File: src/rtl/store_narrow_16_pkg.sv
// Shared size codes, FSM states and byte-enable patterns for the store
// narrowing unit.
package store_narrow_16_pkg;

  localparam logic [1:0] SZ_BYTE = 2'b00;
  localparam logic [1:0] SZ_HALF = 2'b01;
  localparam logic [1:0] SZ_WORD = 2'b10;

  localparam logic [1:0] BE_LO  = 2'b01;
  localparam logic [1:0] BE_HI  = 2'b10;
  localparam logic [1:0] BE_ALL = 2'b11;

  typedef enum logic [1:0] {
    ST_IDLE  = 2'b00,
    ST_BEAT0 = 2'b01,
    ST_BEAT1 = 2'b10
  } state_e;

endpackage

File: src/rtl/store_narrow_16_lane_sel.sv
// Combinational lane mapping: picks the 16-bit write data and byte enables
// for a beat, and flags size/alignment combinations that cannot be issued.
module store_lane_sel
  import store_narrow_16_pkg::*;
(
  input  logic [1:0]  size_i,
  input  logic [1:0]  addr_lo_i,
  input  logic [31:0] data_i,
  input  logic        beat_i,
  output logic [15:0] data_o,
  output logic [1:0]  be_o,
  output logic        legal_o
);

  // Lane steering per store size; bytes are replicated on both lanes.
  always_comb begin
    data_o  = 16'h0000;
    be_o    = 2'b00;
    legal_o = 1'b0;
    case (size_i)
      SZ_BYTE: begin
        data_o  = {data_i[7:0], data_i[7:0]};
        be_o    = addr_lo_i[0] ? BE_HI : BE_LO;
        legal_o = 1'b1;
      end
      SZ_HALF: begin
        data_o  = data_i[15:0];
        be_o    = BE_ALL;
        legal_o = ~addr_lo_i[0];
      end
      SZ_WORD: begin
        data_o  = beat_i ? data_i[31:16] : data_i[15:0];
        be_o    = BE_ALL;
        legal_o = (addr_lo_i == 2'b00);
      end
      default: begin
        data_o  = 16'h0000;
        be_o    = 2'b00;
        legal_o = 1'b0;
      end
    endcase
  end

endmodule

File: src/rtl/store_narrow_16.sv
// Store narrowing unit: accepts SB/SH/SW requests and issues one or two
// halfword beats to a 16-bit data memory with byte enables.
module store_narrow_16
  import store_narrow_16_pkg::*;
#(
  parameter int ADDR_W = 32
)(
  input  logic              clk,
  input  logic              rst_n,
  input  logic              req_valid,
  output logic              req_ready,
  input  logic [1:0]        req_size,
  input  logic [ADDR_W-1:0] req_addr,
  input  logic [31:0]       entrada,
  output logic              mem_valid,
  input  logic              mem_ready,
  output logic [ADDR_W-1:0] mem_addr,
  output logic [15:0]       salida,
  output logic [1:0]        mem_be,
  output logic              done,
  output logic              misalign
);

  localparam logic [ADDR_W-1:0] ADDR_STEP = {{(ADDR_W-2){1'b0}}, 2'b10};

  state_e            state_q, state_d;
  logic [1:0]        size_q, size_d;
  logic [31:0]       data_q, data_d;
  logic              req_ready_q, req_ready_d;
  logic              mem_valid_q, mem_valid_d;
  logic [ADDR_W-1:0] mem_addr_q, mem_addr_d;
  logic [15:0]       salida_q, salida_d;
  logic [1:0]        mem_be_q, mem_be_d;
  logic              done_q, done_d;
  logic              misalign_q, misalign_d;

  logic              sel_beat;
  logic [1:0]        sel_size;
  logic [1:0]        sel_addr_lo;
  logic [31:0]       sel_data;
  logic [15:0]       lane_data;
  logic [1:0]        lane_be;
  logic              lane_legal;

  // In IDLE the lane mapper looks at the incoming request; while BEAT0 is
  // outstanding it prepares the upper half from the captured operand.
  assign sel_beat    = (state_q == ST_BEAT0);
  assign sel_size    = sel_beat ? size_q : req_size;
  assign sel_addr_lo = sel_beat ? mem_addr_q[1:0] : req_addr[1:0];
  assign sel_data    = sel_beat ? data_q : entrada;

  store_lane_sel u_lane_sel (
    .size_i    (sel_size),
    .addr_lo_i (sel_addr_lo),
    .data_i    (sel_data),
    .beat_i    (sel_beat),
    .data_o    (lane_data),
    .be_o      (lane_be),
    .legal_o   (lane_legal)
  );

  // Next-state and next-output computation.
  always_comb begin
    state_d     = state_q;
    size_d      = size_q;
    data_d      = data_q;
    mem_valid_d = mem_valid_q;
    mem_addr_d  = mem_addr_q;
    salida_d    = salida_q;
    mem_be_d    = mem_be_q;
    done_d      = 1'b0;
    misalign_d  = 1'b0;
    case (state_q)
      ST_IDLE: begin
        if (req_valid) begin
          if (lane_legal) begin
            state_d     = ST_BEAT0;
            size_d      = req_size;
            data_d      = entrada;
            mem_valid_d = 1'b1;
            mem_addr_d  = {req_addr[ADDR_W-1:1], 1'b0};
            salida_d    = lane_data;
            mem_be_d    = lane_be;
          end else begin
            misalign_d  = 1'b1;
          end
        end else begin
          state_d = ST_IDLE;
        end
      end
      ST_BEAT0: begin
        if (mem_ready) begin
          if (size_q == SZ_WORD) begin
            state_d    = ST_BEAT1;
            mem_addr_d = mem_addr_q + ADDR_STEP;
            salida_d   = lane_data;
            mem_be_d   = lane_be;
          end else begin
            state_d     = ST_IDLE;
            mem_valid_d = 1'b0;
            done_d      = 1'b1;
          end
        end else begin
          state_d = ST_BEAT0;
        end
      end
      ST_BEAT1: begin
        if (mem_ready) begin
          state_d     = ST_IDLE;
          mem_valid_d = 1'b0;
          done_d      = 1'b1;
        end else begin
          state_d = ST_BEAT1;
        end
      end
      default: begin
        state_d     = ST_IDLE;
        mem_valid_d = 1'b0;
      end
    endcase
    req_ready_d = (state_d == ST_IDLE);
  end

  // State and output registers.
  always_ff @(posedge clk or negedge rst_n) begin
    if (!rst_n) begin
      state_q     <= ST_IDLE;
      size_q      <= 2'b00;
      data_q      <= 32'h0000_0000;
      req_ready_q <= 1'b1;
      mem_valid_q <= 1'b0;
      mem_addr_q  <= {ADDR_W{1'b0}};
      salida_q    <= 16'h0000;
      mem_be_q    <= 2'b00;
      done_q      <= 1'b0;
      misalign_q  <= 1'b0;
    end else begin
      state_q     <= state_d;
      size_q      <= size_d;
      data_q      <= data_d;
      req_ready_q <= req_ready_d;
      mem_valid_q <= mem_valid_d;
      mem_addr_q  <= mem_addr_d;
      salida_q    <= salida_d;
      mem_be_q    <= mem_be_d;
      done_q      <= done_d;
      misalign_q  <= misalign_d;
    end
  end

  assign req_ready = req_ready_q;
  assign mem_valid = mem_valid_q;
  assign mem_addr  = mem_addr_q;
  assign salida    = salida_q;
  assign mem_be    = mem_be_q;
  assign done      = done_q;
  assign misalign  = misalign_q;

endmodule
File: config.mk
export PLATFORM = sky130hd
export DESIGN_NAME = store_narrow_16
export DESIGN_NICKNAME = d
export VERILOG_FILES = /design/src/rtl/store_narrow_16_pkg.sv /design/src/rtl/store_narrow_16_lane_sel.sv /design/src/rtl/store_narrow_16.sv
export SDC_FILE = /design/constraint.sdc
export NUM_CORES = 1
export LEC_CHECK = 0
export BUFFER_PORTS_ARGS = -buffer_cell sky130_fd_sc_hd__buf_2
export CORE_ASPECT_RATIO = 1.4
export CORE_MARGIN = 2
export CORE_UTILIZATION = 28
export CTS_BUF_LIST = sky130_fd_sc_hd__clkbuf_8
export CTS_CLUSTER_DIAMETER = 100
export DETAILED_ROUTE_END_ITERATION = 16
export GPL_ROUTABILITY_DRIVEN = 0
export GPL_TIMING_DRIVEN = 0
export PLACE_DENSITY = 0.44
export SYNTH_ARGS = -nofsm -noshare
export SYNTH_HDL_FRONTEND = slang
export SYNTH_HIERARCHICAL = 1
export SYNTH_SLANG_ARGS = --single-unit
File: constraint.sdc
create_clock -name clk -period 4.35 [get_ports clk]
set_input_delay 0 -clock clk [delete_from_list [all_inputs] [get_ports clk]]
set_output_delay 0 -clock clk [all_outputs]
set_load 0.005 [all_outputs]
Word level (Yosys, flattened, before mapping)

Cells that the tools add are included.
W data, S select, Z words.

Output and inout port bits: 54
Bits in latches: 0
Bits in writable memories: 0
ROM bits: 0
Register bits: 90
Memories: 0
Word-level logic and storage cells: 74

Add/sub/neg operators: 1
Muxes and demuxes: 42
Shifts and indexed selects: 0
Equality and inequality tests: 11
Reductions and logical operators: 9
$lt $le $gt $ge: 0
Bitwise gates (word level): 1
Divide/modulo/power cells: 0
Multiply operators: 0

Operator list:

| operator                | count |
|---|---|
| $mux W32                | 5 |
| $mux W16                | 5 |
| $pmux W32 S2            | 1 |
| $pmux W16 S3            | 1 |
| $add A32 B2 Y32 const B | 1 |
| $pmux W16 S2            | 1 |
| $mux W2                 | 12 |
| $mux W1                 | 11 |
| $ne A2 B2 Y1 const B    | 5 |
| $reduce_and A5 Y1       | 2 |
| $logic_not A2 Y1        | 4 |
| $pmux W2 S2             | 2 |
| $eq A2 B2 Y1 const B    | 3 |
| $pmux W1 S3             | 2 |
| $pmux W2 S3             | 1 |
| $eq A2 B1 Y1 const B    | 2 |
| $reduce_and A3 Y1       | 1 |
| $ne A2 B1 Y1 const B    | 1 |
| $pmux W1 S2             | 1 |
| $reduce_bool A2 Y1      | 1 |
| $reduce_or A2 Y1        | 1 |
| $not A1 Y1              | 1 |

Longest topological paths before layout

Gate-level depths: netlist (run 1).

Word-level depth: 8
Depth in mapped cells: 16
Depth with buffers taken out: 12

Hierarchy

The synthesis (run 1) kept the hierarchy.

By module, submodules not included:

| module          | seq. area each (um^2) | area an instance (um^2) | times used | cells an instance |
|---|---|---|---|---|
| store_narrow_16 | 2,228.4               | 4,997.3                 | 1          | 503 |
| store_lane_sel  | 0.0                   | 531.8                   | 1          | 69 |

Least setup slack after synthesis (run 1)

No wires, ideal clock.

Path kind: flip-flop to flip-flop
Start: reg state_q[1]
End: reg mem_addr_q[26] (netlist: mem_addr[26])
Slack: 0.690 ns
Data arrival time: 3.572 ns
Cell stages (with the launch flop): 15
Data required time: 4.263 ns
Clock period less this slack: 3.660 ns
Cell sequence: dfrtp_1 -> inv_1 -> ha_1 -> buf_2 -> buf_1 -> mux2_2 -> inv_1 -> ha_1 -> buf_2 -> o21ai_0 -> a21oi_1 -> a21boi_2 -> a211o_1 -> or4_1 -> a22oi_1

Word-level cells in the longest chain between the ends: 6

Ends and longest elaborated chain:

| what                                       | line                           | RTL |
|---|---|---|
| from (decl)                                | store_narrow_16.sv:26          | `state_e state_q, state_d;` |
| from (signal assigned)                     | store_narrow_16.sv:138         | `state_q <= state_d;` |
| $eq A2 B1 Y1 *                             | store_narrow_16.sv:47          | `assign sel_beat = (state_q == ST_BEAT0);` |
| via sel_beat                               | store_narrow_16.sv:37          | `logic sel_beat;` |
| $mux W2 *                                  | store_narrow_16.sv:48          | `assign sel_size = sel_beat ? size_q : req_size;` |
| via sel_size[1]                            | store_narrow_16.sv:38          | `logic [1:0] sel_size;` |
| $eq A2 B2 Y1, or another cell as far along | store_narrow_16_lane_sel.sv:20 | `case (size_i)` |
| $pmux W1 S3 *                              | store_narrow_16_lane_sel.sv:20 |  |
| via lane_legal                             | store_narrow_16.sv:43          | `logic lane_legal;` |
| $ne A2 B2 Y1 (no source line) *            | n/a                            |  |
| $reduce_and A5 Y1 (no source line) *       | n/a                            |  |
| to (signal assigned)                       | store_narrow_16.sv:132         | `mem_addr_q <= {ADDR_W{1'b0}};` |
| to (signal assigned)                       | store_narrow_16.sv:143         | `mem_addr_q <= mem_addr_d;` |
| to (decl)                                  | store_narrow_16.sv:31          | `logic [ADDR_W-1:0] mem_addr_q, mem_addr_d;` |

Mark *: on every way through the listed nets, which the timed path passes. The rest lies on a longest branch.
A chain may end at the register's enable or synchronous reset.

Worst setup path in the final report (run 1)

Start: reg state_q[1]
End: reg mem_addr_q[1] (netlist: mem_addr[1])

The elaborated chain is that of the path after synthesis.

==> metrics.md, run 1 <==
| Metric | Value |
|---|---|
| Setup violators final | `0` |
| Worst-path fanout max | `10` |
| Final Max Slew Viols | `0` |
| Via density | `5.24` |
| Post-route insts no fill | `1016` |
| Clock latency at the later pin of the worst-skew pair | `0.39 ns` |
| Final Util | `37.9%` |
| Mapped Nets | `652` |
| Worst setup SP type | `register` |
| Die ar. | `20900 um^2` |
| Clock Sinks | `89` |
| Overall Global Routing Usage | `19.4%` |
| Syn-to-layout area delta | `32.3%` |
| Most frequent cells in the layout | `135 x buf_2, 88 x dfrtp_1, 78 x nand2_1` |
| Syn Inst Count | `572` |
| # port buffers | `122` |
| Crit. End Element | `register` |
| Syn Area/Cell | `9.67 um^2` |
| Unrepaired setup endpoints after global routing | `no` |
| Clock transition at path regs | `0.10 ns` |
| VDD IR max | `0.226 mV` |
| HPWL after DPL | `14600 um` |
| Fin crit share | `93.7%` |
| Post-synthesis cell area | `5530 um^2` |
| Final wirelength | `19800 um` |
| Least-Margin Pin Slew | `0.709 ns` |
| Critical path class | `reg2reg` |
| Core region area | `19300 um^2` |
| Fmax | `245 MHz` |
| TNS Setup | `0 ns` |
| FP Rows | `60` |
| Grt ovf | `0` |
| Clock Path Buffers | `2` |
| Synth warnings | `6` |
| Most common cell after layout, fill and taps aside | `buf_2` |
| Unique cell type count in the Yosys netlist | `73` |
| H-tree levels | `3` |
| Die Width | `123 um` |
| Layout Nets | `843` |
| Share of layout cells above drive strength 1 | `32.8%` |
| First-pass GRT wire length | `30500 um` |
| Die Ht | `170 um` |
| Outcome | `finished, final reports clean` |
| Root buf cell | `clkbuf_8` |
| Largest net degree at the start of global routing | `51` |
| Cell count after placement | `943` |
| Post-route DRC violation count | `0` |
| #FFs+latches synth | `89` |
| Data arrival, critical path | `4.35 ns` |
| FFs w/ async S/R, synth | `100%` |
| IO Count | `124` |
| Vias in the first global route | `5396` |
| ANT cells | `0` |
| Vias | `5323` |
| CTS tree | `yes` |
| Register area share after synthesis | `40.3%` |
| DRT iter0 DRCs | `266` |
| Initial Util | `28.7%` |
| Final hold vios | `0` |
| Initial antenna violation count | `0` |
| First-pass iteration count of the detailed router | `5` |
| Crit path time final | `4.08 ns` |
| Critical Path RT | `4.62 ns` |
| Top FF cell, synth | `dfrtp_1` |
| Leak Pwr | `0.00321 uW` |
| Total power | `5300 uW` |
| PwrDens | `725 nW/um^2` |
| CTS buffer count | `9` |
| Antenna-violating nets left | `0` |
| Post-synth EDFFs | `0` |
| WL per Instance | `19.5 um` |
| Normalized max-slew margin | `52.7%` |
| Max-cap violations | `0` |
| Setup Skew | `0.0129 ns` |
| Worst Hold Class | `in2reg` |
timing repair:
item / 4_1_cts / 5_1_grt
buffers inserted: 0 / 1
resized for setup: 7 / 7
hold buffers: 56 / 0
hold endpoints to repair: 96 / 0
setup endpoints to repair: 79 / 45
pin swaps: 0 / 1
flip-flops by register name, summed over array words and instances (netlist names), 2 cells and up:
signal,count
data_q,32
mem_addr,31
salida,16
mem_be,2
size_q,2
state_q,2
worst paths after layout:
check                      slack (ns)         start           end  depth (start not counted)
min reg2reg                      0.48    salida[14]    salida[14]                          2
max                              0.27    state_q[1]   mem_addr[1]                         16
min in group asynchronous        0.15         rst_n  mem_addr[28]                          2
max in group asynchronous        3.51         rst_n     req_ready                          3
min                              0.02  req_addr[31]  mem_addr[31]                          4
max reg2reg                      0.27    state_q[1]   mem_addr[1]                         16
through the flow:
stage,hold WS (ns),setup WS (ns),cell area [um^2]
2_1_floorplan,-0.296,0.690,5530
3_3_place_gp,0.249,-0.791,6450
3_5_place_dp,0.0472,-0.859,6480
4_1_cts,0.00510,0.0247,7290
6_report,0.0192,0.273,7310
5_1_grt,0.0231,0.0370,7310
cell type report:
cell class | count | area (um^2)
repair buffers | 180 | 1210
clock inverters | 6 | 96.3
plain buffers | 40 | 221
inverters | 17 | 63.8
fillers | 1990 | 12000
flip-flops and latches | 89 | 2230
multi-input cells | 426 | 3050
well taps | 248 | 310
clock buffers | 10 | 138
Yosys cell counts, drive strengths merged, types with 3 or more instances:
cell type	count	area (um^2)
dfrtp	88	2200
nand2	78	293
mux2	69	777
buf	25	149
nand4	22	171
a21oi	21	105
nor2	18	67.6
o21ai	17	85.1
inv	16	60.1
mux2i	16	160
nand3	16	80.1
nor4	16	115
clkbuf	15	57.6
nor3	15	75.1
a22oi	11	82.6
o22ai	11	68.8
ha	10	125
a31oi	9	56.3
nand2b	8	50.1
and2	6	38.8
and3	6	37.5
o211ai	6	45.0
o2bb2ai	6	52.6
nor2b	5	31.3
a21boi	4	33.8
a21o	4	30.0
a2bb2oi	4	35.0
a311oi	4	35.0
and4	4	36.3
nand3b	3	22.5
or4	3	26.3
critical path, cell delays in order, from the launching register on:
cell	delay (ns)
dfrtp_1	0.43
inv_1	0.09
ha_1	0.26
buf_4	0.24
buf_4	0.25
mux2_2	0.41
inv_1	0.12
ha_1	0.18
buf_2	0.25
o21ai_0	0.19
a21oi_4	0.22
a21boi_2	0.14
a211o_2	0.43
buf_2	0.25
clkbuf_4	0.25
o21ai_0	0.16
o21ai_0	0.10
cell families after synthesis:
| kind of cell | share of synthesized area, % |
|---|---|
| fa+ha+maj | 2.26 |
| other cells | 0.0678 |
| compound gates | 15.5 |
| buf+inv | 4.89 |
| flops | 40.3 |
| mux | 16.9 |
| simple gates | 20.1 |
power by group:
| part | internal (uW) | total [uW] | switching [uW] |
|---|---|---|---|
| Combinational | 1290 | 3010 | 1720 |
| Sequential | 1230 | 1590 | 357 |
| Clock | 348 | 703 | 355 |
| Total | 2870 | 5300 | 2430 |
layer usage:
metal | wire [um] | GRT usage, % | vias up
met4 | 543 | 6.60 | 0
met1 | 8170 | 23.2 | 2596
met2 | 10200 | 34.6 | 171
met3 | 942 | 3.15 | 36
li1 | - | - | 2520
met5 | 0 | 0 | -
No activity file was read; power rests on OpenSTA's default activity.
==> run 2, diff against run 1 <==
- CORE_ASPECT_RATIO: 1.4 -> not set
==> run 2 against run 1 <==
Net effect: via count rose by 0.19%; non-clock buffer count unchanged; die area barely moved; clock power down 15%; cell area fell by 0.19%; global-route usage down 0.38 points; flip-flop and latch count stayed put; critical path depth stayed put; cell count increased by 1.8%; critical endpoint unchanged.
==> metrics.md, run 2 (same netlist as run 1, synthesis figures left out) <==
| Metric | Value |
|---|---|
| Data arrival, critical path | `4.28 ns (-0.07 ns)` |
| Worst setup SP type | `register` |
| Normalized max-slew margin | `52.1% (-0.61 points)` |
| VDD IR max | `0.218 mV (-3.7%)` |
| Max stage delay on crit path | `0.43 ns (about the same)` |
| Switch share | `46.3% (+0.41 points)` |
| PwrDens | `708 nW/um^2 (-2.3%)` |
| Most frequent cells in the layout | `136 x buf_2, 88 x dfrtp_1, 78 x nand2_1` |
| Max stage delay cell, worst path | `dfrtp_1` |
| Largest net degree at the start of global routing | `51 (unchanged)` |
| R2R Setup Slk | `0.33 ns (+0.06 ns)` |
| Total power | `5170 uW (-2.5%)` |
| Antenna-violating nets left | `0 (unchanged)` |
| Core region area | `19400 um^2 (+0.54%)` |
| H-tree levels | `3 (unchanged)` |
| Crit. End Element | `register` |
| Top reg by flops | `data_q` |
| Largest register FFs | `32 (unchanged)` |
| Crit path time final | `4.02 ns (-0.0590 ns)` |
| Clock Sinks | `89 (unchanged)` |
| Worst r2r path cells | `16 (unchanged)` |
| Grt ovf | `0 (unchanged)` |
| Leak Pwr | `0.00319 uW (-0.60%)` |
| Worst Hold End | `mem_addr[19]` |
| Hold Path Cell Cnt | `4 (unchanged)` |
| CTS tree | `yes` |
| HPWL after DPL | `14100 um (-3.4%)` |
| FF-to-FF Start | `state_q[1]` |
| Worst-path fanout max | `10 (unchanged)` |
| Initial antenna violation count | `1 (+1)` |
| Final Max Slew Viols | `0 (unchanged)` |
| Unrepaired setup endpoints after global routing | `no` |
| Hold WS | `0.0268 ns (+0.00763 ns)` |
| Clock transition at path regs | `0.10 ns (about the same)` |
| Post-route DRC violation count | `0 (unchanged)` |
| Root buf cell | `clkbuf_8` |
| # port buffers | `122 (unchanged)` |
| Fmax | `249 MHz (+1.5%)` |
| Via density | `5.16 (-1.6%)` |
| Setup violators final | `0 (unchanged)` |
| Final wirelength | `19300 um (-2.4%)` |
| Reg-to-reg endpoint | `mem_addr[1]` |
| DRT iter0 DRCs | `422 (+59%)` |
| Combinational share of power | `57.6% (+0.8 points)` |
| Max-cap violations | `0 (unchanged)` |
| Delay-heaviest family, CP | `buffers and inverters` |
| Setup Skew | `0.0179 ns (+0.00497 ns)` |
| Vias | `5333 (+0.19%)` |
| Share of layout cells above drive strength 1 | `32.8% (unchanged)` |
| P_int | `2770 uW (-3.2%)` |
| Hold Path Origin | `req_addr[19]` |
| Layout Nets | `843 (unchanged)` |
| Least-Margin Pin Slew | `0.713 ns (+0.00373 ns)` |
| Die ar. | `20900 um^2 (about the same)` |
| WL per Instance | `18.7 um (-4.1%)` |
| First-pass GRT wire length | `30000 um (-1.7%)` |
| First-pass iteration count of the detailed router | `5 (unchanged)` |
| Die Width | `145 um (+18%)` |
| Most common cell after layout, fill and taps aside | `buf_2` |
| Die Ht | `145 um (-15%)` |
| Overall Global Routing Usage | `19.0% (-0.38 points)` |
| CP bufs+invs | `7 (unchanged)` |
| Vias in the first global route | `5286 (-2.0%)` |
| Sequential Power Share | `30.9% (+1.0 points)` |
| Critical Path RT | `4.61 ns (about the same)` |
| Sw Pwr | `2400 uW (-1.6%)` |
| Clock Path Buffers | `2 (unchanged)` |
| FP Rows | `51 (-15%)` |
| Clk network pwr share | `11.5% (-1.8 points)` |
| Outcome | `finished, final reports clean` |
| CTS buffer count | `9 (unchanged)` |
| Cell Chain, Critical Path | `inv_1 > ha_2 > buf_4 > buf_4 > mux2_2 > inv_1 > ha_1 > buf_2 > o21ai_0 > a21oi_4 > a21boi_2 > a211o_2 > buf_2 > buf_2 > o21ai_0 > o21ai_0` |
| Syn-to-layout area delta | `32.0%` |
| TNS Setup | `0 ns (unchanged)` |
| Clock latency at the later pin of the worst-skew pair | `0.39 ns (about the same)` |
| Initial Util | `28.5% (-0.16 points)` |
| Critical path class | `reg2reg` |
| Fin crit share | `92.4% (-1.4 points)` |
| Final hold vios | `0 (unchanged)` |
| Worst Hold Class | `in2reg` |
| IO Count | `124 (unchanged)` |
==> run 2: worst max path at each step <==
stage / start / slack, ns / cells after the start / end
finish: state_q[1] / 0.33 / 16 / mem_addr[1]
global placement: state_q[1] / -0.56 / 16 / mem_be[1]
floorplan: state_q[1] / 0.69 / 14 / mem_addr[26]
detailed placement: state_q[1] / -0.55 / 16 / mem_be[1]
CTS: state_q[1] / 0.05 / 16 / mem_addr[1]
global route: state_q[1] / 0.01 / 16 / mem_addr[1]
==> run 2: per-stage QoR <==
step,cell area [um^2],worst slack (ns),utilization (%),instances
floorplan,5530,0.690,-,572
CTS,7280,0.0542,37.5,1033
finish,7300,0.332,37.6,1034
global route,7300,0.0140,37.6,1034
detailed placement,6500,-0.546,33.5,960
global placement,6470,-0.564,33.4,959
==> run 2: timing repair <==
| action | CTS | global route |
|---|---|---|
| hold buffers | 57 | 0 |
| endpoints found under the setup margin | 79 | 52 |
| setup buffers | 0 | 0 |
| endpoints found under the hold margin | 106 | 0 |
| resized for setup | 6 | 8 |
==> run 2: worst reg2reg max path, delay by kind of cell, from the launching register on <==
kind	cells	cell delay, ns
fa+ha+maj	2	0.41
flops	1	0.43
buf+inv	7	1.36
compound gates	6	1.31
mux	1	0.41
==> run 2: layout make-up <==
cell class / count / area [um^2]
sequential: 89 / 2230
buffer: 40 / 218
multi-input combinational: 426 / 3050
antenna: 1 / 2.50
clock inverter: 7 / 71.3
fill: 2040 / 12100
inverter: 17 / 63.8
tap: 265 / 332
timing repair buffer: 180 / 1210
clock buffer: 9 / 124
==> run 2: layer usage <==
metal,routed length (um),GRT usage [%],part of all wire [%]
met2,9020,30.3,47
met3,1110,3.08,5.7
met1,8880,26.2,46
met4,332,6.18,1.7
met5,0,0,0
==> run 2: power groups by stage <==
stage,logic [uW],clock network [uW],registers (uW)
after floorplan,1950,0,1530
after global placement,2880,0,1590
after detailed placement,2910,0,1610
after CTS,2970,628,1590
after global routing,3290,655,1660
final,2980,597,1600
==> run 3, diff against run 2 <==
- CAP_MARGIN: not set -> 20
- MAX_ROUTING_LAYER: not set -> met4
==> run 3 against run 2 <==
Net effect: sequential share of layout area did not move; combinational power is essentially flat; flip-flop and latch count unchanged; critical path depth is the same; via count about the same; first-iteration DRC count is 20% higher; critical path type unchanged; largest cell class unchanged.
==> metrics.md, run 3 (same netlist as run 1, synthesis figures left out) <==
| Metric | Value |
|---|---|
| Crit path time final | `4.00 ns (-0.0193 ns)` |
| IO Count | `124 (unchanged)` |
| CTS buffer count | `9 (unchanged)` |
| GRT met1 Usage | `26.1% (-0.14 points)` |
| Clock Path Buffers | `2 (unchanged)` |
| R2R Setup Slk | `0.35 ns (+0.02 ns)` |
| Max stage delay cell, worst path | `dfrtp_1` |
| Top reg by flops | `data_q` |
| Met3 Use GR | `3.01% (-0.066 points)` |
| Normalized max-slew margin | `52.3% (+0.16 points)` |
| Fin crit share | `91.9% (-0.44 points)` |
| WL per Instance | `18.7 um (+0.22%)` |
| FF-to-FF Start | `state_q[1]` |
| Clock transition at path regs | `0.10 ns (about the same)` |
| Post-route DRC violation count | `0 (unchanged)` |
| Delay-heaviest family, CP | `buffers and inverters` |
| Die ar. | `20900 um^2 (unchanged)` |
| Reg-to-reg endpoint | `mem_addr[1]` |
| Worst r2r path cells | `16 (unchanged)` |
| Cell count after placement | `960 (unchanged)` |
| Cell Chain, Critical Path | `inv_1 > ha_2 > buf_4 > buf_4 > mux2_2 > inv_1 > ha_1 > buf_2 > o21ai_0 > a21oi_4 > a21boi_2 > a211o_2 > buf_2 > buf_2 > o21ai_0 > o21ai_0` |
| Worst-path fanout max | `10 (unchanged)` |
| Grt ovf | `0 (unchanged)` |
| First-pass GRT wire length | `30000 um (-0.12%)` |
| Worst setup SP type | `register` |
| CTS tree | `yes` |
| Post-CTS setup buffer count | `0 (unchanged)` |
| Die Ht | `145 um (unchanged)` |
| Reg area | `2230 um^2 (unchanged)` |
| Setup violators final | `0 (unchanged)` |
| Most common cell after layout, fill and taps aside | `buf_2` |
| Least-Margin Pin Slew | `0.716 ns (+0.00309 ns)` |
| Clock Sinks | `89 (unchanged)` |
| Met2 Use GR | `30.5% (+0.15 points)` |
| Worst Hold End | `mem_addr[19]` |
| Max-cap violations | `0 (unchanged)` |
| Layout Nets | `843 (unchanged)` |
| Initial Util | `28.5% (unchanged)` |
| Initial antenna violation count | `1 (unchanged)` |
| Final hold vios | `0 (unchanged)` |
| Data arrival, critical path | `4.27 ns (about the same)` |
| Antenna-violating nets left | `0 (unchanged)` |
| Fmax | `250 MHz (+0.48%)` |
| PwrDens | `708 nW/um^2 (about the same)` |
| Clock latency at the later pin of the worst-skew pair | `0.39 ns (about the same)` |
| FP Rows | `51 (unchanged)` |
| Post-route insts no fill | `1034 (unchanged)` |
| Largest register FFs | `32 (unchanged)` |
| Overall Global Routing Usage | `19.5% (+0.53 points)` |
| Outcome | `finished, final reports clean` |
| Share of layout cells above drive strength 1 | `32.8% (unchanged)` |
| Hold Path Cell Cnt | `4 (unchanged)` |
| HPWL after DPL | `14100 um (unchanged)` |
| Hold Path Origin | `req_addr[19]` |
| VDD IR max | `0.218 mV (+0.16%)` |
| First-pass iteration count of the detailed router | `5 (unchanged)` |
| Vias in the first global route | `5282 (-0.076%)` |
| Fillers | `2040 (unchanged)` |
| Setup Skew | `0.0182 ns (+0.000328 ns)` |
| Crit. End Element | `register` |
| Via density | `5.15 (about the same)` |
| Die Width | `145 um (unchanged)` |
| DRT iter0 DRCs | `506 (+20%)` |
| Root buf cell | `clkbuf_8` |
| Final Util | `37.6% (unchanged)` |
| Multi-input logic area | `3050 um^2 (unchanged)` |
| Largest net degree at the start of global routing | `51 (unchanged)` |
| Critical path class | `reg2reg` |
| Final Max Slew Viols | `0 (unchanged)` |
| Leak Pwr | `0.00319 uW (unchanged)` |
| Worst Hold Class | `in2reg` |
| TNS Setup | `0 ns (unchanged)` |
| # port buffers | `122 (unchanged)` |
| Grt peak-use layer | `met2` |
| Core region area | `19400 um^2 (unchanged)` |
| CP bufs+invs | `7 (unchanged)` |
| Max stage delay on crit path | `0.43 ns (about the same)` |
| Most frequent cells in the layout | `136 x buf_2, 88 x dfrtp_1, 78 x nand2_1` |
| Vias | `5329 (-0.075%)` |
| Critical Path RT | `4.62 ns (about the same)` |
| Syn-to-layout area delta | `32.0% (unchanged)` |
| Unrepaired setup endpoints after global routing | `no` |
| H-tree levels | `3 (unchanged)` |
| Final wirelength | `19400 um (+0.22%)` |
run 3: cell counts in the layout (fill, tap and decap cells not counted):
No cell type changed its count.
run 3: how the worst max path moves through the flow:
stage / start / endpoint / cells past startpoint
floorplan: state_q[1] / mem_addr[26] / 14
global placement: state_q[1] / mem_be[1] / 16
detailed placement: state_q[1] / mem_be[1] / 16
CTS: state_q[1] / mem_addr[1] / 16
global route: state_q[1] / mem_addr[1] / 16
finish: state_q[1] / mem_addr[1] / 16
run 3: where the power goes:
part           switching, uW  internal [uW]
clock network            333            266
registers                367           1230
logic                   1700           1280
run 3: worst min-delay path, cell delays in order:
cell	delay (ns)
buf_2	0.10
nor2_1	0.11
a41oi_1	0.06
a2bb2oi_1	0.12
run 3: area by class of cell:
type,count,share of cell area (%)
diodes,1,0.0343
flip-flops and latches,89,30.5
repair buffers,180,16.6
well taps,265,4.54
clock buffers,9,1.70
clock inverters,7,0.977
multi-input cells,426,41.8
inverters,17,0.874
plain buffers,40,2.98
run 3: through the flow:
step / area, um^2 / setup slack (ns) / power [uW] / hold WS (ns)
after floorplan: 5530 / 0.690 / 3470 / -0.296
after global placement: 6470 / -0.564 / 4460 / 0.250
after detailed placement: 6500 / -0.546 / 4510 / 0.107
after CTS: 7280 / 0.0542 / 5190 / 0.00262
after global routing: 7300 / 0.0141 / 5600 / 0.0312
final: 7300 / 0.351 / 5170 / 0.0337
run 3: what timing repair did:
item	in CTS	in global routing
hold endpoints to repair	106	0
gates cloned	0	0
hold buffers	57	0
resized for setup	6	8
endpoints found under the setup margin	79	52
run 3: per-layer routing:
layer  routed length (um)  vias up
met5                    0        -
met4                  326        0
met3                 1190       22
met2                 9010      184
met1                 8850     2620
li1                     -     2503
